### src/rtl/crossing_arb_pkg.sv
// Shared types and helpers for the crossing-register arbiter.
package crossing_arb_pkg;

    typedef enum logic [1:0] {
        IDLE  = 2'd0,
        WRITE = 2'd1,
        HOLD  = 2'd2
    } state_t;

    // Ceiling log2, never below 1 so derived vectors always have a bit.
    function automatic int unsigned clog2(input int unsigned v);
        int unsigned r;
        r = 0;
        for (int i = 0; i < 32; i++) begin
            if ((32'd1 << i) < v) begin
                r = i + 1;
            end
        end
        return (r == 0) ? 1 : r;
    endfunction

endpackage

### src/rtl/rr_pick.sv
// Combinational round-robin picker: first asserted request at or above ptr, wrapping.
module rr_pick
    import crossing_arb_pkg::*;
#(
    parameter int unsigned nreq = 4,
    parameter int unsigned PW   = clog2(nreq)
) (
    input  logic [nreq-1:0] req,
    input  logic [PW-1:0]   ptr,
    output logic [nreq-1:0] gnt,
    output logic [PW-1:0]   idx
);

    logic        w_found;
    int unsigned w_j;

    // Scan upward from ptr; the first hit wins.
    always_comb begin
        gnt     = '0;
        idx     = '0;
        w_found = 1'b0;
        w_j     = 0;
        for (int k = 0; k < int'(nreq); k++) begin
            w_j = (int'(ptr) + k) % nreq;
            if (!w_found && req[w_j]) begin
                w_found  = 1'b1;
                gnt[w_j] = 1'b1;
                idx      = PW'(w_j);
            end
        end
    end

endmodule

### src/rtl/crossing_reg_arbiter.sv
// Round-robin arbiter that sequences single-cycle writes into a crossing
// register, followed by a fixed hold window so the far side samples stable data.
module crossing_reg_arbiter
    import crossing_arb_pkg::*;
#(
    parameter int unsigned     width = 8,
    parameter int unsigned     nreq  = 4,
    parameter int unsigned     hold  = 4,
    parameter logic [width-1:0] init = '0
) (
    input  logic                  CLK,
    input  logic                  RST,
    input  logic [nreq-1:0]       REQ,
    input  logic [nreq*width-1:0] DATA_IN,
    output logic [nreq-1:0]       GNT,
    output logic                  EN_OUT,
    output logic [width-1:0]      D_OUT,
    output logic                  BUSY
);

    localparam int unsigned PW = clog2(nreq);
    localparam int unsigned CW = clog2(hold + 1);

    state_t           r_state, w_state_nxt;
    logic [PW-1:0]    r_ptr,   w_ptr_nxt;
    logic [CW-1:0]    r_cnt,   w_cnt_nxt;
    logic [nreq-1:0]  r_gnt,   w_gnt_nxt;
    logic             r_en,    w_en_nxt;
    logic [width-1:0] r_dout,  w_dout_nxt;

    logic [nreq-1:0]  w_pick_gnt;
    logic [PW-1:0]    w_pick_idx;

    rr_pick #(
        .nreq (nreq),
        .PW   (PW)
    ) u_pick (
        .req  (REQ),
        .ptr  (r_ptr),
        .gnt  (w_pick_gnt),
        .idx  (w_pick_idx)
    );

    // State and output registers; reset abandons any in-flight grant.
    always_ff @(posedge CLK) begin
        if (RST) begin
            r_state <= IDLE;
            r_ptr   <= '0;
            r_cnt   <= '0;
            r_gnt   <= '0;
            r_en    <= 1'b0;
            r_dout  <= init;
        end else begin
            r_state <= w_state_nxt;
            r_ptr   <= w_ptr_nxt;
            r_cnt   <= w_cnt_nxt;
            r_gnt   <= w_gnt_nxt;
            r_en    <= w_en_nxt;
            r_dout  <= w_dout_nxt;
        end
    end

    // Next-state: arbitrate in IDLE, one WRITE cycle, then hold cycles.
    always_comb begin
        w_state_nxt = r_state;
        w_ptr_nxt   = r_ptr;
        w_cnt_nxt   = r_cnt;
        w_gnt_nxt   = '0;
        w_en_nxt    = 1'b0;
        w_dout_nxt  = r_dout;
        unique case (r_state)
            IDLE: begin
                if (|REQ) begin
                    w_state_nxt = WRITE;
                    w_gnt_nxt   = w_pick_gnt;
                    w_en_nxt    = 1'b1;
                    w_dout_nxt  = DATA_IN[int'(w_pick_idx)*width +: width];
                    w_ptr_nxt   = (w_pick_idx == PW'(nreq - 1)) ? '0 : w_pick_idx + PW'(1);
                end
            end
            WRITE: begin
                w_state_nxt = HOLD;
                w_cnt_nxt   = '0;
            end
            HOLD: begin
                if (r_cnt == CW'(hold - 1)) begin
                    w_state_nxt = IDLE;
                end else begin
                    w_cnt_nxt = r_cnt + CW'(1);
                end
            end
            default: begin
                w_state_nxt = IDLE;
            end
        endcase
    end

    assign GNT    = r_gnt;
    assign EN_OUT = r_en;
    assign D_OUT  = r_dout;
    assign BUSY   = (r_state != IDLE);

endmodule

### config.mk
export PLATFORM = sky130hd
export DESIGN_NAME = crossing_reg_arbiter
export DESIGN_NICKNAME = d
export VERILOG_FILES = /design/src/rtl/crossing_arb_pkg.sv /design/src/rtl/rr_pick.sv /design/src/rtl/crossing_reg_arbiter.sv
export SDC_FILE = /design/constraint.sdc
export NUM_CORES = 1
export LEC_CHECK = 0
export BUFFER_PORTS_ARGS = -buffer_cell sky130_fd_sc_hd__buf_2
export CORE_MARGIN = 2
export CORE_UTILIZATION = 30
export DETAILED_ROUTE_END_ITERATION = 7
export SLEW_MARGIN = 20
export SYNTH_ARGS = -nofsm -noshare
export SYNTH_HDL_FRONTEND = slang
export SYNTH_SLANG_ARGS = --single-unit
### constraint.sdc
create_clock -name CLK -period 3.62 [get_ports CLK]
set_clock_uncertainty 0.05 [all_clocks]
set_input_delay 0.362 -clock CLK [delete_from_list [all_inputs] [get_ports CLK]]
set_output_delay 0.362 -clock CLK [all_outputs]
set_load 0.03 [all_outputs]
==> results of run 1 <==
routing by layer:
metal / vias to the layer above / global-route usage [%]
met5: - / 0
met4: 0 / 3.77
met3: 4 / 3.23
met2: 50 / 23.0
met1: 604 / 16.2
li1: 668 / -
registers in the layout (all words and copies together) (netlist names):
register and cells:
r_ptr 2, GNT 4, EN_OUT 1, r_state 2, r_cnt 3, D_OUT 8
cells in the mapped netlist (2+ instances only):
master    instances  area, um^2
a22oi_1           4        30.0
nor2b_1           2        12.5
or2_1             2        12.5
a221oi_1          4        35.0
mux2i_1          12         120
nand2_1           6        22.5
mux4_2            3        67.6
nor2_1           24        90.1
clkbuf_1          3        11.3
inv_1             5        18.8
buf_6             3        33.8
a31oi_1           2        12.5
o21ai_1           2        10.0
a32oi_1           8        70.1
buf_2             3        15.0
ha_1              7        87.6
o211ai_1          7        52.6
a21oi_1           8        40.0
nand2b_1          3        18.8
dfxtp_1          20         400
o22ai_1           2        12.5
a21bo_2           2        20.0
nand3_1           7        35.0
power groups by stage:
stage | logic (mW) | clock network [mW] | registers (mW)
6_report | 0.743 | 0.176 | 0.328
3_3_place_gp | 0.748 | 0 | 0.332
4_1_cts | 0.753 | 0.183 | 0.328
5_1_grt | 0.815 | 0.190 | 0.339
3_5_place_dp | 0.752 | 0 | 0.329
2_1_floorplan | 0.519 | 0 | 0.441
final timing paths:
path	start	endpoint	slack (ns)	cells after the start
min reg2reg	D_OUT[5]	D_OUT[5]	0.46	2
max reg2reg	r_ptr[1]	D_OUT[7]	0.64	7
max	r_ptr[1]	D_OUT[7]	0.64	7
min	DATA_IN[19]	D_OUT[3]	0.28	3
cell families (layout without fill, tap and decap cells):
| kind of cell | after synthesis | count (layout) |
|---|---|---|
| compound gates | 45 | 45 |
| xor+xnor | 1 | 1 |
| fa+ha+maj | 7 | 7 |
| buf+inv | 18 | 63 |
| flops | 20 | 20 |
| mux | 17 | 17 |
| simple gates | 49 | 49 |
final cells by class:
cell class	instances	area, um^2
inverter	6	22.5
multi-input combinational	119	870
clock buffer	4	55.1
sequential	20	400
tap	52	65.1
fill	451	2700
timing repair buffer	53	270
tightest hold or removal path, stage by stage:
cell and delay, ns:
buf_2 0.08, nand3_1 0.05, o211ai_1 0.07
==> impl_metrics.py, run 1 <==
metrics = {
    "route": {
        "drc": 0,
        "drt-total-wl_um": 3060,
        "wl_met2_um": 1410,
        "vias": 1326,
        "wl_met3_um": 209,
        "drt-pass1-iter-count": 4,
        "ant_nets": 0,
        "top_layer_used": "met4",
        "wl_per_cell_um": 12.0,
        "vias_per_cell": 5.22,
        "wl_met1_um": 1410,
        "drt-initial-drc-count": 32,
    },
    "clocking": {
        "ctsHoldBuffers": 0,
        "numCtsBuffers": 3,
        "clock_latency_ns": 0.26,
        "h-tree-depth": 1,
        "cts_setup_buffers": 0,
        "cts_root_buf": "clkbuf_8",
        "cts.sinks": 20,
        "cts_tree": "done",
        "clockBufferDepth": 2,
        "cts_resized": 0,
        "path_clk_slew_ns": 0.08,
    },
    "floorplan": {
        "rows": 24,
        "die-area_um2": 5120,
        "die_y_um": 71.5,
        "die_x_um": 71.5,
        "start_util_pct": 31.2,
        "coreArea_um2": 4380,
        "num_io_pins": 52,
    },
    "logic_synthesis": {
        "synth-compound-area-share_pct": 24.0,
        "synthDistinctLibCells": 41,
        "yosysWarnings": 0,
        "syn_avg_cell_area_um2": 8.72,
        "synth_top_family_by_area": "compound AO/OA/AOI/OAI gates",
        "synthMuxAreaShare_pct": 15.6,
        "synth_edf_count": 0,
        "ys_seq_area_share_pct": 29.3,
        "synth-async-reset-ratio_pct": 0,
        "synth-xor-area-share_pct": 0.640,
        "synth_area_um2": 1370,
        "synth_cells": 157,
        "synthSimpleGateAreaFrac_pct": 16.8,
        "ys.flop_type": "dfxtp_1",
        "syn_nets": 202,
        "synth_fa_ha_area_share_pct": 6.40,
        "ys_ff_latch": 20,
    },
    "placed_design": {
        "placed_area_um2": 1630,
        "io_buffers": 51,
        "dp_cells": 250,
        "place_ws_ns": 0.644,
        "routabilityCongestion": 0.789,
        "hpwl_um": 2380,
    },
    "final_layout": {
        "fin_area_um2": 1680,
        "fin_util_pct": 38.4,
        "layout_common_cells": "buf_2 (51), nor2_1 (24), dfxtp_1 (20)",
        "layout-drive-gt1-share_pct": 32.7,
        "mostFrequentLayoutCell": "buf_2",
        "antenna_cells": 0,
        "final_nets": 248,
        "final_cells": 254,
        "area_delta_synth_final_pct": 22.9,
    },
    "power_and_ir_drop": {
        "seqPwrFrac_pct": 26.3,
        "combPwrFrac_pct": 59.6,
        "power.switching_uw": 562,
        "power.internal_uw": 685,
        "power_mw": 1.25,
        "powerDensity_nw_per_um2": 741,
        "peakVddDrop_mv": 0.443,
        "swShare_pct": 45.1,
        "p_leak_nw": 0.755,
        "power.share.clock_pct": 14.1,
    },
    "timing": {
        "final.setup.tns_ns": 0,
        "setup_ws_ns": 0.644,
        "whs_ns": 0.283,
        "rsz0062_at_grt": "false",
        "fin_crit_sh_pct": 82.2,
        "period_needed_ns": 2.98,
        "worst_pin_slew_ns": 0.928,
        "slew_headroom_pct": 37.9,
        "maxSlewViolCount": 0,
        "hold_violations": 0,
        "setup_violations": 0,
        "fmax_ghz": 0.336,
    },
    "global_routing": {
        "antenna_found_initial": 0,
        "grt_pass1_wl_um": 5540,
        "grt-ovfl-total": 0,
        "grt_max_degree": 19,
        "grt_util_all_layers_pct": 13.2,
        "grt_pass1_vias": 1320,
    },
    "worst_setup_path": {
        "crit_family": "multiplexers",
        "setup.worst_path.end_class": "register",
        "cp.required_ns": 3.72,
        "critPathMaxStageDelay_ns": 0.62,
        "worstPathMaxFanout": 8,
        "worstSetupPathType": "reg2reg",
        "cp_slowest_cell": "mux4_2",
        "crit_path_cell_trace": "inv_1 > ha_1 > mux4_2 > o21bai_1 > o21a_1 > mux2_4 > a221o_1",
        "cp.buffers_inverters": 1,
        "cp-start-kind": "register",
        "critPathArrivalTime_ns": 3.08,
    },
    "run_status": {
        "status": "complete, no violations",
    },
    "job": {
        "maxCapViolations": 0,
    },
    "min_path": {
        "worst_hold_path_type": "in2reg",
    },
}
No activity file was read; power rests on OpenSTA's default activity.
==> run 2: changes to the inputs <==
==> constraint.sdc (replaced) <==
create_clock -name CLK -period 3.1 [get_ports CLK]
set_clock_uncertainty 0.05 [all_clocks]
set_input_delay 0.31 -clock CLK [delete_from_list [all_inputs] [get_ports CLK]]
set_output_delay 0.31 -clock CLK [all_outputs]
set_load 0.03 [all_outputs]
==> run 2 against run 1 <==
Register-to-register slack got worse by 0.41 ns. Cell count rose by 0.39%. Sequential power rose by 17%. Critical path depth did not move. Largest power group unchanged. Critical endpoint unchanged. Die area did not move. Critical path type unchanged. Total power rose by 23%.
==> impl_metrics.py, run 2 (same netlist as run 1, synthesis figures left out) <==
metrics = {
    "floorplan": {
        "num_io_pins": 52,
        "coreArea_um2": 4380,
        "die_y_um": 71.5,
        "die_x_um": 71.5,
        "rows": 24,
        "die-area_um2": 5120,
        "start_util_pct": 31.2,
    },
    "worst_setup_path": {
        "worstSetupPathType": "reg2reg",
        "regToRegSetupSlack_ns": 0.23,
        "critPathArrivalTime_ns": 2.98,
        "crit_path_start": "r_ptr[1]",
        "r2r-start": "r_ptr[1]",
        "cp.required_ns": 3.21,
        "r2r_cells": 7,
        "cp.buffers_inverters": 1,
        "cp_slowest_cell": "mux4_2",
        "crit_end": "D_OUT[7]",
        "r2r-end": "D_OUT[7]",
        "crit_path_cell_trace": "inv_1 > ha_1 > mux4_2 > o21bai_1 > o21a_1 > mux2_4 > a221o_1",
        "worstPathMaxFanout": 8,
        "setup.worst_path.end_class": "register",
        "crit_family": "multiplexers",
        "critPathMaxStageDelay_ns": 0.60,
        "cp-start-kind": "register",
        "cp_num_cells": 7,
    },
    "global_routing": {
        "grt_pass1_wl_um": 5420,
        "grt_util_all_layers_pct": 13.0,
        "grt_max_degree": 19,
        "grt-ovfl-total": 0,
        "grt_pass1_vias": 1299,
        "antenna_found_initial": 0,
    },
    "clocking": {
        "h-tree-depth": 1,
        "cts.sinks": 20,
        "clock_latency_ns": 0.27,
        "numCtsBuffers": 3,
        "ctsHoldBuffers": 0,
        "path_clk_slew_ns": 0.08,
        "cts_tree": "done",
        "clockBufferDepth": 2,
        "cts_root_buf": "clkbuf_8",
    },
    "power_and_ir_drop": {
        "combPwrFrac_pct": 57.8,
        "power.switching_uw": 665,
        "swShare_pct": 43.4,
        "seqPwrFrac_pct": 25.0,
        "powerDensity_nw_per_um2": 897,
        "power.share.clock_pct": 17.2,
        "power.internal_uw": 868,
        "peakVddDrop_mv": 0.507,
        "p_leak_nw": 0.767,
    },
    "min_path": {
        "holdPathStages": 3,
        "worst_hold_path_type": "in2reg",
    },
    "job": {
        "maxCapViolations": 0,
    },
    "placed_design": {
        "placed_area_um2": 1640,
        "place_ws_ns": 0.220,
        "hpwl_um": 2390,
        "io_buffers": 51,
        "routabilityCongestion": 0.779,
    },
    "route": {
        "drc": 0,
        "ant_nets": 0,
        "top_layer_used": "met4",
        "vias_per_cell": 5.18,
        "wl_met3_um": 256,
        "drt-pass1-iter-count": 4,
        "drt-total-wl_um": 3120,
        "wl_met2_um": 1430,
        "wl_per_cell_um": 12.2,
        "vias": 1320,
        "wl_met1_um": 1390,
        "drt-initial-drc-count": 43,
    },
    "timing": {
        "final.setup.tns_ns": 0,
        "setup_ws_ns": 0.233,
        "hold_violations": 0,
        "maxSlewViolCount": 0,
        "period_needed_ns": 2.87,
        "fin_crit_sh_pct": 92.5,
        "fmax_ghz": 0.349,
        "worst_pin_slew_ns": 0.673,
        "whs_ns": 0.224,
        "slew_headroom_pct": 55.0,
        "setup_violations": 0,
        "rsz0062_at_grt": "false",
    },
    "run_status": {
        "status": "complete, no violations",
    },
    "final_layout": {
        "layout-drive-gt1-share_pct": 33.5,
        "fin_util_pct": 39.0,
        "area_delta_synth_final_pct": 24.9,
        "antenna_cells": 0,
        "fin_area_um2": 1710,
        "mostFrequentLayoutCell": "buf_2",
        "final_nets": 249,
        "layout_common_cells": "buf_2 (51), nor2_1 (23), dfxtp_1 (20)",
        "largest_reg_flops": 8,
    },
}
run 2: changes by cell type in the layout (fill, tap and decap cells not counted):
cell / before / now
clkbuf_8: 4 / 3
nor2_2: 0 / 1
buf_4: 2 / 3
bufinv_16: 0 / 1
nor2_1: 24 / 23
run 2: timing repair:
item                                    CTS  global route
buffers inserted                          0             0
gates resized for setup                   0             1
endpoints found under the setup margin    0             7
hold endpoints to repair                  0             0
run 2: layer usage:
layer	global-route usage, %	vias up
met1	14.7	594
met5	0	-
met2	23.3	51
met3	3.94	4
li1	-	671
met4	4.40	0
run 2: worst min-delay path by stage:
stage	startpoint	to	slack, ns
after CTS	DATA_IN[18]	D_OUT[2]	0.22
after global routing	DATA_IN[20]	D_OUT[4]	0.23
after floorplan	RST	r_cnt[0]	0.33
after global placement	D_OUT[1]	D_OUT[1]	0.43
final	DATA_IN[20]	D_OUT[4]	0.22
after detailed placement	D_OUT[0]	D_OUT[0]	0.43
run 2: cell type report:
type	count	area [um^2]
fillers	452	2680
multi-input cells	119	872
flip-flops and latches	20	400
clock inverters	1	30.0
repair buffers	54	278
inverters	6	22.5
well taps	52	65.1
clock buffers	3	41.3
run 2: metrics by stage:
stage,cells,power (mW)
2_1_floorplan,157,1.12
3_3_place_gp,251,1.28
3_5_place_dp,251,1.28
4_1_cts,255,1.55
5_1_grt,255,1.64
6_report,255,1.53
run 2: worst reg2reg max path: stages, from the launching register on:
cell and delay, ns:
dfxtp_1 0.48, inv_1 0.15, ha_1 0.34, mux4_2 0.60
o21bai_1 0.31, o21a_1 0.20, mux2_4 0.31, a221o_1 0.34
run 2: power by group through the flow:
stage	combinational [mW]	sequential, mW	clock (mW)
finish	0.886	0.384	0.264
floorplan	0.607	0.515	0
CTS	0.892	0.384	0.272
global placement	0.889	0.389	0
global route	0.969	0.393	0.279
detailed placement	0.891	0.386	0
==> run 3: changes to the inputs <==
--- a/config.mk
+++ b/config.mk
@@ -5,6 +5,7 @@
 export SDC_FILE = /design/constraint.sdc
 export NUM_CORES = 1
 export LEC_CHECK = 0
+export ABC_AREA = 1
 export BUFFER_PORTS_ARGS = -buffer_cell sky130_fd_sc_hd__buf_2
 export CORE_MARGIN = 2
 export CORE_UTILIZATION = 30
==> run 3 against run 2 <==
Clock power decreased by 24%. Sequential power increased by 2%. Core utilization decreased by 1.8 points. Via count increased by 29%. Final area increased by 18%.
==> impl_metrics.py, run 3 <==
metrics = {
    "run_status": {
        "status": "complete, no violations",
    },
    "power_and_ir_drop": {
        "power.switching_mw": 1.13,
        "seqPwrFrac_pct": 19.0,
        "combPwrFrac_pct": 71.2,
        "power.share.clock_pct": 9.7,
        "peakVddDrop_mv": 0.272,
        "swShare_pct": 55.1,
        "power_mw": 2.05,
        "p_leak_nw": 1.19,
        "power.internal_uw": 919,
        "powerDensity_nw_per_um2": 1020,
    },
    "logic_synthesis": {
        "synth_area_leader_cell": "dfxtp_1",
        "synthDistinctLibCells": 31,
        "syn_avg_cell_area_um2": 6.38,
        "ys_seq_area_share_pct": 24.2,
        "synth_area_um2": 1650,
        "synth_top_area_share_pct": 24.2,
        "syn_nets": 304,
        "synth-async-reset-ratio_pct": 0,
        "synth_cells": 259,
        "synth_common_cells": "inv_1 (60), nand3_1 (48), nand2_1 (42)",
        "synth.area.top_cells": "dfxtp_1 (24%), nand3_1 (15%), inv_1 (14%)",
        "ys.flop_type": "dfxtp_1",
        "ys_ff_latch": 20,
        "yosysWarnings": 0,
        "synth_edf_count": 0,
        "yosysMostFrequentCell": "inv_1",
    },
    "route": {
        "drt-pass1-iter-count": 4,
        "drt-total-wl_um": 3820,
        "wl_per_cell_um": 10.0,
        "ant_nets": 0,
        "drc": 0,
        "vias": 1699,
        "vias_per_cell": 4.46,
        "drt-initial-drc-count": 61,
    },
    "final_layout": {
        "mostFrequentLayoutCell": "inv_1",
        "multi_input_area_um2": 951,
        "layout_common_cells": "inv_1 (60), buf_2 (51), nand3_1 (48)",
        "layout-drive-gt1-share_pct": 26.9,
        "final_cells": 381,
        "nFillCells": 590,
        "fin_area_um2": 2010,
        "antenna_cells": 0,
        "area_delta_synth_final_pct": 21.7,
        "largest_reg_flops": 8,
        "register_area_um2": 400,
        "fin_util_pct": 37.2,
        "final_nets": 355,
    },
    "worst_setup_path": {
        "cp.required_ns": 3.22,
        "crit_path_cell_trace": "inv_2 > ha_1 > inv_1 > nand3_1 > nand2_1 > nor2_4 > nand2_1 > nand2_1 > nand2_4 > nand2_4 > nand2_1 > nand3_1 > nand3_1 > nand2_1 > inv_1",
        "cp.buffers_inverters": 3,
        "critPathArrivalTime_ns": 2.57,
        "critPathMaxStageDelay_ns": 0.46,
        "cp_slowest_cell": "dfxtp_1",
        "worstPathMaxFanout": 18,
        "crit_family": "simple AND/OR/NAND/NOR gates",
        "r2r-start": "r_ptr[1]",
        "cp-start-kind": "register",
        "worstSetupPathType": "reg2reg",
        "setup.worst_path.end_class": "register",
        "crit_path_start": "r_ptr[1]",
        "cp_common_cell": "nand2_1",
    },
    "timing": {
        "setup_violations": 0,
        "worst_pin_slew_ns": 0.603,
        "maxSlewViolCount": 0,
        "final.setup.tns_ns": 0,
        "fmax_ghz": 0.408,
        "rsz0062_at_grt": "false",
        "fin_crit_sh_pct": 79.1,
        "whs_ns": 0.354,
        "slew_headroom_pct": 59.4,
        "setup_ws_ns": 0.648,
        "hold_violations": 0,
        "period_needed_ns": 2.45,
    },
    "min_path": {
        "worst_hold_path_type": "in2reg",
        "hold_start": "RST",
    },
    "clocking": {
        "clock_latency_ns": 0.26,
        "h-tree-depth": 1,
        "ctsHoldBuffers": 0,
        "cts_setup_buffers": 0,
        "cts.sinks": 20,
        "clockBufferDepth": 2,
        "numCtsBuffers": 3,
        "cts_resized": 0,
        "cts_tree": "done",
        "path_clk_slew_ns": 0.08,
        "cts_root_buf": "clkbuf_8",
    },
    "floorplan": {
        "die-area_um2": 6120,
        "coreArea_um2": 5410,
        "die_y_um": 78.2,
        "num_io_pins": 52,
        "die_x_um": 78.2,
        "start_util_pct": 30.6,
        "rows": 27,
    },
    "global_routing": {
        "grt-busiest-layer": "met2",
        "use_met3_pct": 2.99,
        "grt_max_degree": 21,
        "antenna_found_initial": 0,
        "grt_util_all_layers_pct": 12.5,
        "met2_usage_pct": 20.8,
        "grt_pass1_wl_um": 6290,
        "grt_pass1_vias": 1486,
        "grt-ovfl-total": 0,
        "met1_usage_pct": 16.4,
    },
    "placed_design": {
        "place_ws_ns": 0.674,
        "routabilityCongestion": 0.760,
        "dp_cells": 377,
        "hpwl_um": 2950,
        "io_buffers": 51,
        "placed_area_um2": 1960,
    },
    "job": {
        "maxCapViolations": 0,
    },
}
[run 3: final cells by class]
cell class                      instances  area share (%)
Sequential cell                        20            19.9
Clock buffer                            4            2.74
Timing Repair Buffer                   53            13.4
Inverter                               63            12.2
Multi-Input combinational cell        169            47.3
Tap cell                               72            4.48
[run 3: metal layers]
layer  vias to the layer above  part of all wire [%]  wire (um)
li1                        908                     -          -
met1                       732                    47       1790
met2                        55                    46       1760
met3                         4                   6.1        234
met4                         0                  0.71         27
met5                         -                     0          0
[run 3: kinds of logic after synthesis]
logic type	count (synthesis)	share of synthesized area, %
xor gates and xnor gates	1	0.530
adders and majority gates	7	5.30
DFF	20	24.2
and+or+nand+nor	141	44.4
AOI/OAI and AO/OA	20	7.34
buffers and inverters	70	18.2
[run 3: power groups by stage]
| stage | combinational, mW | clock, mW | sequential, mW |
|---|---|---|---|
| after global placement | 1.44 | 0 | 0.398 |
| after floorplan | 1.13 | 0 | 0.511 |
| after detailed placement | 1.46 | 0 | 0.398 |
| final | 1.46 | 0.200 | 0.390 |
| after CTS | 1.46 | 0.208 | 0.392 |
| after global routing | 1.63 | 0.219 | 0.397 |
[run 3: worst paths after layout]
path | endpoint | slack (ns) | depth (start not counted)
worst min register to register | r_cnt[0] | 0.41 | 1
worst max register to register | D_OUT[5] | 0.65 | 15
worst min-delay path | r_state[1] | 0.35 | 2
worst max-delay path | D_OUT[5] | 0.65 | 15
